`src/rtl/hack_loader_pkg.sv`:
```
// Shared definitions for the UART boot loader: FSM states, protocol bytes
// and a helper that tells which states are guarded by the idle timeout.
package hack_loader_pkg;

    typedef enum logic [3:0] {
        IDLE    = 4'd0,
        LEN_HI  = 4'd1,
        LEN_LO  = 4'd2,
        DATA_HI = 4'd3,
        DATA_LO = 4'd4,
        WRITE   = 4'd5,
        CHECK   = 4'd6,
        REPLY   = 4'd7,
        DONE    = 4'd8,
        ERROR   = 4'd9
    } state_t;

    localparam logic [7:0] SYNC_BYTE = 8'hA5;
    localparam logic [7:0] ACK       = 8'h06;
    localparam logic [7:0] NAK       = 8'h15;

    // Only the mid-transfer states may time out waiting for the host.
    function automatic logic timer_active(input state_t s);
        return (s == LEN_HI) || (s == LEN_LO) || (s == DATA_HI) ||
               (s == DATA_LO) || (s == WRITE) || (s == CHECK);
    endfunction

endpackage

```
`src/rtl/loader_timeout.sv`:
```
// Idle-clock counter: cleared by each received byte, counts while enabled
// and flags expiry once TIMEOUT_CYCLES idle clocks have elapsed.
module loader_timeout #(
    parameter int unsigned TIMEOUT_CYCLES = 1_000_000
) (
    input  logic clk,
    input  logic i_reset,
    input  logic i_clear,
    input  logic i_enable,
    output logic o_expired
);

    localparam int CNT_W = (TIMEOUT_CYCLES < 1) ? 1 : $clog2(TIMEOUT_CYCLES + 1);
    localparam logic [CNT_W-1:0] LIMIT = CNT_W'(TIMEOUT_CYCLES);

    logic [CNT_W-1:0] count_q;
    logic [CNT_W-1:0] count_d;

    assign o_expired = (count_q == LIMIT);

    // The counter saturates at the limit so expiry stays asserted until cleared.
    always_comb begin
        count_d = count_q;
        if (i_clear || !i_enable) begin
            count_d = '0;
        end else if (!o_expired) begin
            count_d = count_q + CNT_W'(1);
        end
    end

    always_ff @(posedge clk) begin
        if (i_reset) begin
            count_q <= '0;
        end else begin
            count_q <= count_d;
        end
    end

endmodule

```
`src/rtl/hack_loader.sv`:
```
// UART boot loader: parses a sync/length/data/checksum frame, writes each
// word into ROM with a one-cycle strobe and answers the host with ACK/NAK.
module hack_loader
    import hack_loader_pkg::*;
#(
    parameter int unsigned ROM_WORDS      = 1001,
    parameter int unsigned TIMEOUT_CYCLES = 1_000_000
) (
    input  logic        clk,
    input  logic        i_reset,
    input  logic        i_rx_valid,
    input  logic [7:0]  i_rx_byte,
    input  logic        i_tx_ready,
    output logic        o_tx_valid,
    output logic [7:0]  o_tx_byte,
    output logic [15:0] o_pc,
    output logic [15:0] o_rom,
    output logic        o_bus_cs,
    output logic        o_run,
    output logic        o_error
);

    state_t      state_q, state_d;
    logic [7:0]  cks_q, cks_d;
    logic [15:0] len_q, len_d;
    logic [15:0] idx_q, idx_d;
    logic [7:0]  hi_q, hi_d;
    logic        pend_valid_q, pend_valid_d;
    logic [7:0]  pend_byte_q, pend_byte_d;
    logic        tx_valid_q, tx_valid_d;
    logic [7:0]  tx_byte_q, tx_byte_d;
    logic [15:0] pc_q, pc_d;
    logic [15:0] rom_q, rom_d;
    logic        bus_cs_q, bus_cs_d;
    logic        run_q, run_d;
    logic        error_q, error_d;

    logic        in_valid;
    logic [7:0]  in_byte;
    logic [15:0] new_len;
    logic [15:0] next_idx;
    logic        expired;

    // A byte parked while in WRITE is consumed ahead of any live byte.
    assign in_valid = pend_valid_q | i_rx_valid;
    assign in_byte  = pend_valid_q ? pend_byte_q : i_rx_byte;
    assign new_len  = {len_q[15:8], in_byte};
    assign next_idx = idx_q + 16'd1;

    loader_timeout #(
        .TIMEOUT_CYCLES(TIMEOUT_CYCLES)
    ) u_timeout (
        .clk      (clk),
        .i_reset  (i_reset),
        .i_clear  (i_rx_valid),
        .i_enable (timer_active(state_q)),
        .o_expired(expired)
    );

    always_comb begin
        state_d      = state_q;
        cks_d        = cks_q;
        len_d        = len_q;
        idx_d        = idx_q;
        hi_d         = hi_q;
        pend_valid_d = 1'b0;
        pend_byte_d  = pend_byte_q;
        tx_valid_d   = tx_valid_q;
        tx_byte_d    = tx_byte_q;
        pc_d         = pc_q;
        rom_d        = rom_q;
        bus_cs_d     = 1'b0;
        run_d        = run_q;
        error_d      = error_q;

        if (state_q == WRITE) begin
            if (i_rx_valid) begin
                pend_valid_d = 1'b1;
                pend_byte_d  = i_rx_byte;
            end else begin
                pend_valid_d = pend_valid_q;
            end
        end else if (pend_valid_q && i_rx_valid) begin
            pend_valid_d = 1'b1;
            pend_byte_d  = i_rx_byte;
        end

        case (state_q)
            IDLE, ERROR: begin
                if (in_valid && in_byte == SYNC_BYTE) begin
                    state_d = LEN_HI;
                    cks_d   = 8'h00;
                    idx_d   = 16'h0000;
                    error_d = 1'b0;
                end
            end
            LEN_HI: begin
                if (in_valid) begin
                    len_d   = {in_byte, 8'h00};
                    cks_d   = cks_q ^ in_byte;
                    state_d = LEN_LO;
                end else if (expired) begin
                    state_d    = REPLY;
                    tx_valid_d = 1'b1;
                    tx_byte_d  = NAK;
                end
            end
            LEN_LO: begin
                if (in_valid) begin
                    len_d = new_len;
                    cks_d = cks_q ^ in_byte;
                    if ({16'h0000, new_len} > ROM_WORDS) begin
                        state_d    = REPLY;
                        tx_valid_d = 1'b1;
                        tx_byte_d  = NAK;
                    end else if (new_len == 16'h0000) begin
                        state_d = CHECK;
                    end else begin
                        state_d = DATA_HI;
                    end
                end else if (expired) begin
                    state_d    = REPLY;
                    tx_valid_d = 1'b1;
                    tx_byte_d  = NAK;
                end
            end
            DATA_HI: begin
                if (in_valid) begin
                    hi_d    = in_byte;
                    cks_d   = cks_q ^ in_byte;
                    state_d = DATA_LO;
                end else if (expired) begin
                    state_d    = REPLY;
                    tx_valid_d = 1'b1;
                    tx_byte_d  = NAK;
                end
            end
            DATA_LO: begin
                // Strobe is registered here so it is high exactly while in WRITE.
                if (in_valid) begin
                    cks_d    = cks_q ^ in_byte;
                    pc_d     = idx_q;
                    rom_d    = {hi_q, in_byte};
                    bus_cs_d = 1'b1;
                    state_d  = WRITE;
                end else if (expired) begin
                    state_d    = REPLY;
                    tx_valid_d = 1'b1;
                    tx_byte_d  = NAK;
                end
            end
            WRITE: begin
                idx_d   = next_idx;
                state_d = (next_idx == len_q) ? CHECK : DATA_HI;
            end
            CHECK: begin
                if (in_valid) begin
                    state_d    = REPLY;
                    tx_valid_d = 1'b1;
                    tx_byte_d  = (in_byte == cks_q) ? ACK : NAK;
                end else if (expired) begin
                    state_d    = REPLY;
                    tx_valid_d = 1'b1;
                    tx_byte_d  = NAK;
                end
            end
            REPLY: begin
                if (i_tx_ready) begin
                    tx_valid_d = 1'b0;
                    if (tx_byte_q == ACK) begin
                        state_d = DONE;
                        run_d   = 1'b1;
                    end else begin
                        state_d = ERROR;
                        error_d = 1'b1;
                    end
                end
            end
            DONE: begin
                state_d = DONE;
            end
            default: begin
                state_d = IDLE;
            end
        endcase
    end

    always_ff @(posedge clk) begin
        if (i_reset) begin
            state_q      <= IDLE;
            cks_q        <= 8'h00;
            len_q        <= 16'h0000;
            idx_q        <= 16'h0000;
            hi_q         <= 8'h00;
            pend_valid_q <= 1'b0;
            pend_byte_q  <= 8'h00;
            tx_valid_q   <= 1'b0;
            tx_byte_q    <= 8'h00;
            pc_q         <= 16'h0000;
            rom_q        <= 16'h0000;
            bus_cs_q     <= 1'b0;
            run_q        <= 1'b0;
            error_q      <= 1'b0;
        end else begin
            state_q      <= state_d;
            cks_q        <= cks_d;
            len_q        <= len_d;
            idx_q        <= idx_d;
            hi_q         <= hi_d;
            pend_valid_q <= pend_valid_d;
            pend_byte_q  <= pend_byte_d;
            tx_valid_q   <= tx_valid_d;
            tx_byte_q    <= tx_byte_d;
            pc_q         <= pc_d;
            rom_q        <= rom_d;
            bus_cs_q     <= bus_cs_d;
            run_q        <= run_d;
            error_q      <= error_d;
        end
    end

    assign o_tx_valid = tx_valid_q;
    assign o_tx_byte  = tx_byte_q;
    assign o_pc       = pc_q;
    assign o_rom      = rom_q;
    assign o_bus_cs   = bus_cs_q;
    assign o_run      = run_q;
    assign o_error    = error_q;

endmodule
```
`config.mk`:
```
export PLATFORM = sky130hd
export DESIGN_NAME = hack_loader
export DESIGN_NICKNAME = d
export VERILOG_FILES = /design/src/rtl/hack_loader_pkg.sv /design/src/rtl/loader_timeout.sv /design/src/rtl/hack_loader.sv
export SDC_FILE = /design/constraint.sdc
export NUM_CORES = 1
export LEC_CHECK = 0
export ABC_AREA = 1
export BUFFER_PORTS_ARGS = -buffer_cell sky130_fd_sc_hd__buf_2
export CAP_MARGIN = 25
export CELL_PAD_IN_SITES_DETAIL_PLACEMENT = 2
export CELL_PAD_IN_SITES_GLOBAL_PLACEMENT = 2
export CORE_MARGIN = 3
export CORE_UTILIZATION = 36
export CTS_CLUSTER_SIZE = 14
export DETAILED_ROUTE_END_ITERATION = 7
export MAX_ROUTING_LAYER = met4
export PLACE_DENSITY_LB_ADDON = 0.1
export SYNTH_ARGS = -nofsm -noshare
export SYNTH_HDL_FRONTEND = slang
export SYNTH_SLANG_ARGS = --single-unit
```
`constraint.sdc`:
```
create_clock -name clk -period 2.73 [get_ports clk]
set_input_delay 0.546 -clock clk [delete_from_list [all_inputs] [get_ports clk]]
set_output_delay 0.546 -clock clk [all_outputs]
set_load 0.03 [all_outputs]
```
==> impl_metrics.toml, run 1 <==
[status]
status = "completed"

[clock_network]
htreeDepth = 4
insertion_delay_ns = 0.43
cts.sinks = 125
clk_pin_slew_ns = 0.06
cts_resized = 0
root_buffer = "clkbuf_16"
post_cts_buffers = 0
numCtsBuffers = 17
hold_buffers = 0
clockBufferDepth = 2
cts_tree = "built"

[power_and_ir_drop]
ir_worst_vdd_uv = 466.1
p_sw_w = 0.001687
cellLeakagePower_nw = 2.971
comb_power_share = 0.197
p_clk_frac = 0.429
p_total_w = 0.005314
swShare = 0.3175
power_frac_seq = 0.374
p_int_w = 0.003626
power.density_nw_per_um2 = 716.4

[global_routing]
grt_start_max_net_pins = 58
grt_pass1_wl_um = 37600
grt_pass1_vias = 7088
grt_overflow = 0
grt_usage = 0.2462
antenna_found_initial = 0

[timing]
max_freq_mhz = 399.3
hold_violations = 0
fin_crit_sh = 0.9174
finalClockSkew_ns = 0.009958
rsz0062_at_grt = "false"
setup_tns_ns = 0
final-setup-viol-count = 0
period_minus_slack_ns = 2.504
relSlewSlack = 0.4628
timing.final.max_slew_violations = 0
tightest_slew_ns = 0.8049
setup_slack_ns = 0.2255

[detailed_routing]
dr.pass1.iters = 4
viasPerCell = 5.354
drtIter0Drc = 263
routed_wl_um = 22840
drc = 0
wire_per_inst_um = 18.86
postRouteAntennaNets = 0
vias = 6484

[yosys]
synth_edf_count = 0
synthFlopType = "dfxtp_1"
async_flop_share = 0
synth-seq-cells = 125
avgSynthCellArea_um2 = 6.850
yosysSeqAreaShare = 0.3941
synth_nets = 942
ys_types = 43
synthCells = 927
netlist_area_um2 = 6350
ys_warn_count = 0

[die]
die_h_um = 138.8
row_count = 47
coreArea_um2 = 16940
start_util = 0.3749
ios = 56
die_area_um2 = 19270
die_w_um = 138.8

[setup_path]
endpoint = "o_tx_byte[0]$_SDFFE_PP0P_"
worst-path-buf-inv = 1
reg2reg_from = "pend_valid_q$_SDFFE_PP0P_"
cpMaxStageDelayCell = "dfxtp_1"
crit_fanout = 13
cp.depth = 10
arrival_ns = 2.82
r2r-end = "o_tx_byte[0]$_SDFFE_PP0P_"
cp-startpoint = "pend_valid_q$_SDFFE_PP0P_"
critical_path_required_ns = 3.05
end_kind = "flop"
crit_family = "simple AND/OR/NAND/NOR gates"
rr_worst_depth = 10
path_cells = "inv_2 -> nand2_1 -> nand2_1 -> xor2_1 -> nor3_1 -> nand3_1 -> a21oi_1 -> nor2_2 -> nor2_1 -> nor2_1"
worstSetupPathType = "flop to flop"
r2r_slack_ns = 0.23
cpPeakStageDelay_ns = 0.64
startpoint_type = "flop"

[place]
placed_cell_area_um2 = 6832
dpl_worst_slack_ns = 0.2767
gp_congestion = 0.8431
portBuffers = 55
hpwlAfterDp_um = 16280

[finish]
syn_to_final_growth_pct = 16.81
final_common_cell = "nand2_1"
post-route-cell-area_um2 = 7417
nets = 994
diodes = 0
seqCellArea_um2 = 2502
fillers = 2049
multi_input_area_um2 = 3279
drive_gt1_frac = 0.1574
layout_common_cells = "nand2_1, dfxtp_1, a21oi_1"

[worst_hold_path]
worstHoldStart = "i_rx_byte[0]"
hold_class = "input port to flop"

[job]
drv_cap = 0
-- metrics by stage --
step	hold WS (ns)	util	instances
finish	0.3534	0.4379	1211
global route	0.3867	0.4379	1211
CTS	0.3473	0.4379	1211
detailed placement	0.4446	0.4034	1180
global placement	0.4426	0.4034	1180
floorplan	0.4291	-	927
-- synth_stat cells, types with 9 or more instances --
cell type,n,area (µm²)
a21oi_1,100,500.5
buf_2,11,55.05
clkbuf_1,17,63.81
dfxtp_1,125,2502
inv_1,94,352.8
inv_2,14,52.55
nand2_1,234,878.3
nand2_2,9,56.30
nand3_1,98,490.5
nand4_1,15,93.84
nor2_1,75,281.5
nor3_1,13,65.06
o21ai_0,23,115.1
o21ai_1,12,60.06
-- flip-flops by register name (all words and copies together), names as in the netlist --
| name | flops |
|---|---|
| cks_q | 8 |
| hi_q | 8 |
| idx_q | 16 |
| len_q | 16 |
| o_bus_cs | 1 |
| o_error | 1 |
| o_pc | 16 |
| o_rom | 16 |
| o_run | 1 |
| o_tx_byte | 8 |
| o_tx_valid | 1 |
| pend_byte_q | 8 |
| pend_valid_q | 1 |
| state_q | 4 |
| u_timeout.count_q | 20 |
-- final cells by class --
type                       instances  area share
clock buffer                      22     0.06393
clock inverter                     9     0.01501
inverter                         109     0.05550
timing repair buffer              65     0.04892
tap                              220     0.03711
multi-input combinational        661      0.4421
sequential                       125      0.3374
-- power by group through the flow --
| stage | combinational (W) | clock, W | sequential, W |
|---|---|---|---|
| after floorplan | 0.000718 | 0 | 0.00205 |
| after global placement | 0.000969 | 0 | 0.00202 |
| after detailed placement | 0.00102 | 0 | 0.00202 |
| after CTS | 0.00105 | 0.00231 | 0.00199 |
| after global routing | 0.00116 | 0.00240 | 0.00200 |
| final | 0.00105 | 0.00228 | 0.00199 |
-- logic make-up (layout without fill, tap and decap cells) --
logic type                 count (synthesis)  after routing  synth area share
DFF                                      125            125            0.3941
AOI/OAI and AO/OA                        164            164            0.1434
adders and majority gates                  3              3          0.005912
buffers and inverters                    141            205           0.08946
xor gates and xnor gates                  13             13           0.01793
and+or+nand+nor                          481            481            0.3492
-- routing by layer --
layer / part of all wire / track usage / vias to the layer above
li1: - / - / 3140
met5: 0 / - / -
met1: 0.45 / 0.2888 / 3248
met2: 0.52 / 0.4375 / 75
met4: 0.014 / 0.06334 / 0
met3: 0.023 / 0.04138 / 21
-- worst register-to-register path, stage by stage (launching register included) --
cell and delay (ns):
dfxtp_1 0.64, inv_2 0.16, nand2_1 0.16, nand2_1 0.22, xor2_1 0.25, nor3_1 0.24, nand3_1 0.23, a21oi_1 0.26
nor2_2 0.08, nor2_1 0.09, nor2_1 0.05
-- how the worst min path moves through the flow --
stage	endpoint	slack (ns)	cells after the start
floorplan	pend_byte_q[1]$_SDFFE_PP0P_	0.43	2
global placement	pend_byte_q[1]$_SDFFE_PP0P_	0.44	2
detailed placement	o_tx_valid$_SDFFE_PP0P_	0.44	2
CTS	pend_byte_q[0]$_SDFFE_PP0P_	0.35	3
global route	pend_byte_q[5]$_SDFFE_PP0P_	0.39	3
finish	pend_byte_q[0]$_SDFFE_PP0P_	0.35	3
Note: power is estimated with default switching activity, not from simulation.
==> run 2, diff against run 1 <==
--- a/config.mk
+++ b/config.mk
@@ -7,11 +7,10 @@
 export LEC_CHECK = 0
 export ABC_AREA = 1
 export BUFFER_PORTS_ARGS = -buffer_cell sky130_fd_sc_hd__buf_2
-export CAP_MARGIN = 25
 export CELL_PAD_IN_SITES_DETAIL_PLACEMENT = 2
 export CELL_PAD_IN_SITES_GLOBAL_PLACEMENT = 2
 export CORE_MARGIN = 3
-export CORE_UTILIZATION = 36
+export CORE_UTILIZATION = 30
 export CTS_CLUSTER_SIZE = 14
 export DETAILED_ROUTE_END_ITERATION = 7
 export MAX_ROUTING_LAYER = met4
==> constraint.sdc (replaced) <==
create_clock -name clk -period 2.3 [get_ports clk]
set_input_delay 0.46 -clock clk [delete_from_list [all_inputs] [get_ports clk]]
set_output_delay 0.46 -clock clk [all_outputs]
set_load 0.03 [all_outputs]
==> impl_metrics.toml, run 2 (synthesis results as in run 1) <==
[place]
dp.cells = 1249
portBuffers = 55
hpwlAfterDp_um = 15830
gp_congestion = 0.8148

[power_and_ir_drop]
cellLeakagePower_nw = 3.068
power.density_nw_per_um2 = 821.1
ir_worst_vdd_uv = 417.2

[detailed_routing]
dr.pass1.iters = 4
wire_per_inst_um = 16.95
postRouteAntennaNets = 0
vias = 6325
viasPerCell = 4.938
routed_wl_um = 21710
drc = 0
drtIter0Drc = 241

[clock_network]
hold_buffers = 0
htreeDepth = 4
clockBufferDepth = 2
insertion_delay_ns = 0.43
clk_pin_slew_ns = 0.07
post_cts_buffers = 0
cts_tree = "built"
cts_resized = 1
numCtsBuffers = 17
root_buffer = "clkbuf_16"
cts.sinks = 125

[setup_path]
startpoint_type = "flop"
arrival_ns = 2.40
crit_fanout = 6
critical_path_required_ns = 2.59
worstSetupPathType = "flop to flop"
end_kind = "flop"

[die]
die_area_um2 = 22950
ios = 56
coreArea_um2 = 20490
die_w_um = 151.5
row_count = 52
die_h_um = 151.5
start_util = 0.3098

[finish]
fillers = 2509
layout_common_cells = "nand2_1, dfxtp_1, a21oi_1"
nets = 1013
largest_reg_flops = 20
syn_to_final_growth_pct = 20.26
drive_gt1_frac = 0.1790
final_common_cell = "nand2_1"
final_util = 0.3726
fin_cells = 1281
diodes = 0
top_register = "u_timeout.count_q"

[status]
status = "completed"

[worst_hold_path]
hold_class = "input port to flop"

[timing]
fin_crit_sh = 0.9175
finalClockSkew_ns = 0.02000
rsz0062_at_grt = "false"
relSlewSlack = 0.4556
max_freq_mhz = 473.9
hold_violations = 0
tightest_slew_ns = 0.8157
period_minus_slack_ns = 2.110
final-setup-viol-count = 0
timing.final.max_slew_violations = 0
hold_slack_ns = 0.2810

[global_routing]
antenna_found_initial = 0
grt_usage = 0.2049
grt_pass1_vias = 6691
grt_pass1_wl_um = 35970
grt_overflow = 0
grt_start_max_net_pins = 77

[job]
drv_cap = 0
run 2: changes by cell type in the layout (fill, tap and decap cells not counted), moves of 2 or more:
cell / previous run / this run
buf_4: 9 / 26
clkbuf_1: 2 / 0
clkbuf_8: 3 / 1
inv_6: 1 / 5
run 2: final timing paths:
kind / to / depth (start not counted) / from / slack, ns
min: pend_byte_q[5]$_SDFFE_PP0P_ / 3 / i_rx_byte[5] / 0.28
max reg2reg: state_q[0]$_SDFFE_PP0P_ / 13 / idx_q[5]$_SDFFE_PP0P_ / 0.19
min reg2reg: o_rom[13]$_SDFFE_PP0P_ / 2 / o_rom[13]$_SDFFE_PP0P_ / 0.46
max: state_q[0]$_SDFFE_PP0P_ / 13 / idx_q[5]$_SDFFE_PP0P_ / 0.19
run 2: power by group:
part	total, W	switching (W)	internal [W]
Sequential	0.00236	0.0000849	0.00227
Combinational	0.00125	0.000861	0.000385
Clock	0.00267	0.00113	0.00154
run 2: stage by stage:
step                cell area (µm²)  setup TNS, ns  setup slack (ns)  total power, W
floorplan                      6350              0            0.5160        0.003286
detailed placement             7049       -0.03166          -0.03166        0.003657
CTS                            7622              0           0.07733        0.006375
global route                   7636              0          0.005032        0.006626
finish                         7636              0            0.1897        0.006270
global placement               7049              0           0.05193        0.003639
run 2: metal layers:
metal | part of all wire | GRT usage | vias up
li1 | - | - | 3175
met1 | 0.49 | 0.2651 | 3086
met2 | 0.48 | 0.3383 | 58
met3 | 0.023 | 0.03361 | 6
met4 | 0.0037 | 0.04533 | 0
met5 | 0 | - | -
run 2: layout make-up:
| cell class | count | area (µm²) | area share |
|---|---|---|---|
| Multi-Input combinational cell | 661 | 3287 | 0.4304 |
| Sequential cell | 125 | 2506 | 0.3282 |
| Timing Repair Buffer | 84 | 521.8 | 0.06833 |
| Clock buffer | 18 | 439.2 | 0.05751 |
| Inverter | 109 | 411.6 | 0.05391 |
| Tap cell | 270 | 337.8 | 0.04424 |
| Clock inverter | 14 | 132.6 | 0.01737 |
run 2: worst max-delay path, cell delays in order (launching register included):
cell and delay [ns]:
dfxtp_1 0.44, nand2_1 0.17, nor2_1 0.33, nand4_1 0.26, nand2_1 0.15, nand2_1 0.06, nand2_1 0.08, nand2_1 0.08
nor2_1 0.10, nand3_1 0.07, nand2_1 0.06, nand2_1 0.05, nand2_1 0.06, a21oi_1 0.05
==> run 3, diff against run 2 <==
--- a/config.mk
+++ b/config.mk
@@ -7,9 +7,9 @@
 export LEC_CHECK = 0
 export ABC_AREA = 1
 export BUFFER_PORTS_ARGS = -buffer_cell sky130_fd_sc_hd__buf_2
+export CAP_MARGIN = 40
 export CELL_PAD_IN_SITES_DETAIL_PLACEMENT = 2
 export CELL_PAD_IN_SITES_GLOBAL_PLACEMENT = 2
-export CORE_MARGIN = 3
 export CORE_UTILIZATION = 30
 export CTS_CLUSTER_SIZE = 14
 export DETAILED_ROUTE_END_ITERATION = 7
==> impl_metrics.toml, run 3 (synthesis results as in run 1) <==
[status]
status = "completed"

[detailed_routing]
vias = 6301
wire_per_inst_um = 16.68
drtIter0Drc = 159
drc = 0
dr.pass1.iters = 4
routed_wl_um = 21320
viasPerCell = 4.930
postRouteAntennaNets = 0

[timing]
hold_violations = 0
period_minus_slack_ns = 2.124
finalClockSkew_ns = 0.01129
max_freq_mhz = 470.9
rsz0062_at_grt = "true"
final-setup-viol-count = 0
tightest_slew_ns = 0.7753
setup_tns_ns = 0
relSlewSlack = 0.4826
timing.final.max_slew_violations = 0
fin_crit_sh = 0.9233
hold_slack_ns = 0.2996

[global_routing]
grt_pass1_wl_um = 35320
grt_usage = 0.2121
grt_pass1_vias = 6830
grt_start_max_net_pins = 55
antenna_found_initial = 0
grt_overflow = 0

[setup_path]
critical_path_required_ns = 2.66
crit_fanout = 7
worstSetupPathType = "flop to flop"
arrival_ns = 2.49
r2r-end = "state_q[2]$_SDFFE_PP0P_"
end_kind = "flop"
reg2reg_from = "idx_q[7]$_SDFFE_PP0P_"
rr_worst_depth = 13
cp-startpoint = "idx_q[7]$_SDFFE_PP0P_"
startpoint_type = "flop"
r2r_slack_ns = 0.18

[place]
hpwlAfterDp_um = 15380
portBuffers = 55
gp_congestion = 0.7892
placed_cell_area_um2 = 7027
dp.cells = 1246

[worst_hold_path]
worstHoldStart = "i_rx_byte[6]"
hold_class = "input port to flop"
hold_end = "pend_byte_q[6]$_SDFFE_PP0P_"
hold_depth = 3

[die]
ios = 56
die_w_um = 147.5
die_area_um2 = 21750
die_h_um = 147.5
start_util = 0.3098
coreArea_um2 = 20490
row_count = 52

[power_and_ir_drop]
cellLeakagePower_nw = 3.037
power.density_nw_per_um2 = 814.0
p_total_w = 0.006193
ir_worst_vdd_uv = 318.3

[job]
drv_cap = 0

[finish]
largest_reg_flops = 20
drive_gt1_frac = 0.1776
post-route-cell-area_um2 = 7609
layout_common_cells = "nand2_1, dfxtp_1, a21oi_1"
fin_cells = 1278
diodes = 0
top_register = "u_timeout.count_q"
final_common_cell = "nand2_1"
nets = 1010
syn_to_final_growth_pct = 19.82

[clock_network]
htreeDepth = 4
clockBufferDepth = 2
cts.sinks = 125
numCtsBuffers = 17
root_buffer = "clkbuf_16"
cts_tree = "built"
insertion_delay_ns = 0.42
clk_pin_slew_ns = 0.06
run 3: cell types whose count changed in the layout (fill, tap and decap cells not counted):
cell        previous run  this run
o21ai_1               12        11
buf_4                 26        24
buf_6                  1         0
inv_6                  5         2
nor2_2                 9         8
dfxtp_2                0         1
inv_8                  1         0
nor2_4                 2         3
dfxtp_1              124       123
clkinvlp_4             2         5
clkbuf_1               0         1
o21ai_2                3         4
run 3: cell type report:
cell class | instances | area, µm²
multi-input combinational | 661 | 3296
clock buffer | 19 | 442.9
fill | 2476 | 12890
sequential | 125 | 2507
inverter | 109 | 411.6
timing repair buffer | 81 | 495.5
clock inverter | 13 | 117.6
tap | 270 | 337.8
run 3: worst max-delay path by stage:
stage | endpoint | slack, ns | cells past startpoint
finish | state_q[2]$_SDFFE_PP0P_ | 0.18 | 13
global route | state_q[2]$_SDFFE_PP0P_ | -0.02 | 13
CTS | idx_q[5]$_SDFFE_PP0P_ | 0.13 | 10
detailed placement | idx_q[7]$_SDFFE_PP0P_ | 0.004 | 10
global placement | idx_q[3]$_SDFFE_PP0P_ | 0.09 | 10
floorplan | u_timeout.count_q[14]$_SDFFE_PP0N_ | 0.52 | 14
run 3: metrics by stage:
step	utilization	worst slack, ns
after floorplan	-	0.5160
after global placement	0.3429	0.08840
after detailed placement	0.3429	0.004158
after CTS	0.3703	0.1268
after global routing	0.3712	-0.01848
final	0.3712	0.1764
run 3: critical path, stage by stage (launching register included):
cell      delay (ns)
dfxtp_1         0.48
nand2_1         0.14
nor2_1          0.29
nand3_1         0.16
nand2_1         0.12
nand2_1         0.05
nand2_1         0.08
nand2_1         0.06
nand3b_1        0.21
nor2_1          0.13
nand3_1         0.11
nand3_1         0.09
nand2_1         0.05
inv_1           0.07
run 3: report_power, final:
part           internal [W]  switching, W  total [W]  leakage, nW
logic              0.000374      0.000858    0.00123         1.77
registers           0.00227     0.0000860    0.00236         1.01
clock network       0.00152       0.00109    0.00260        0.262
total               0.00416       0.00203    0.00619         3.04
run 3: timing repair:
| item | in CTS | in global routing |
|---|---|---|
| endpoints found under the setup margin | 15 | 18 |
| gates resized for setup | 1 | 6 |
| setup buffers | 0 | 0 |
| hold buffers | 0 | 0 |
run 3: per-layer routing:
| layer | track usage | wire [µm] |
|---|---|---|
| met4 | 0.05619 | 270 |
| met2 | 0.3590 | 10340 |
| met5 | - | 0 |
| met1 | 0.2627 | 10300 |
| met3 | 0.03179 | 411 |
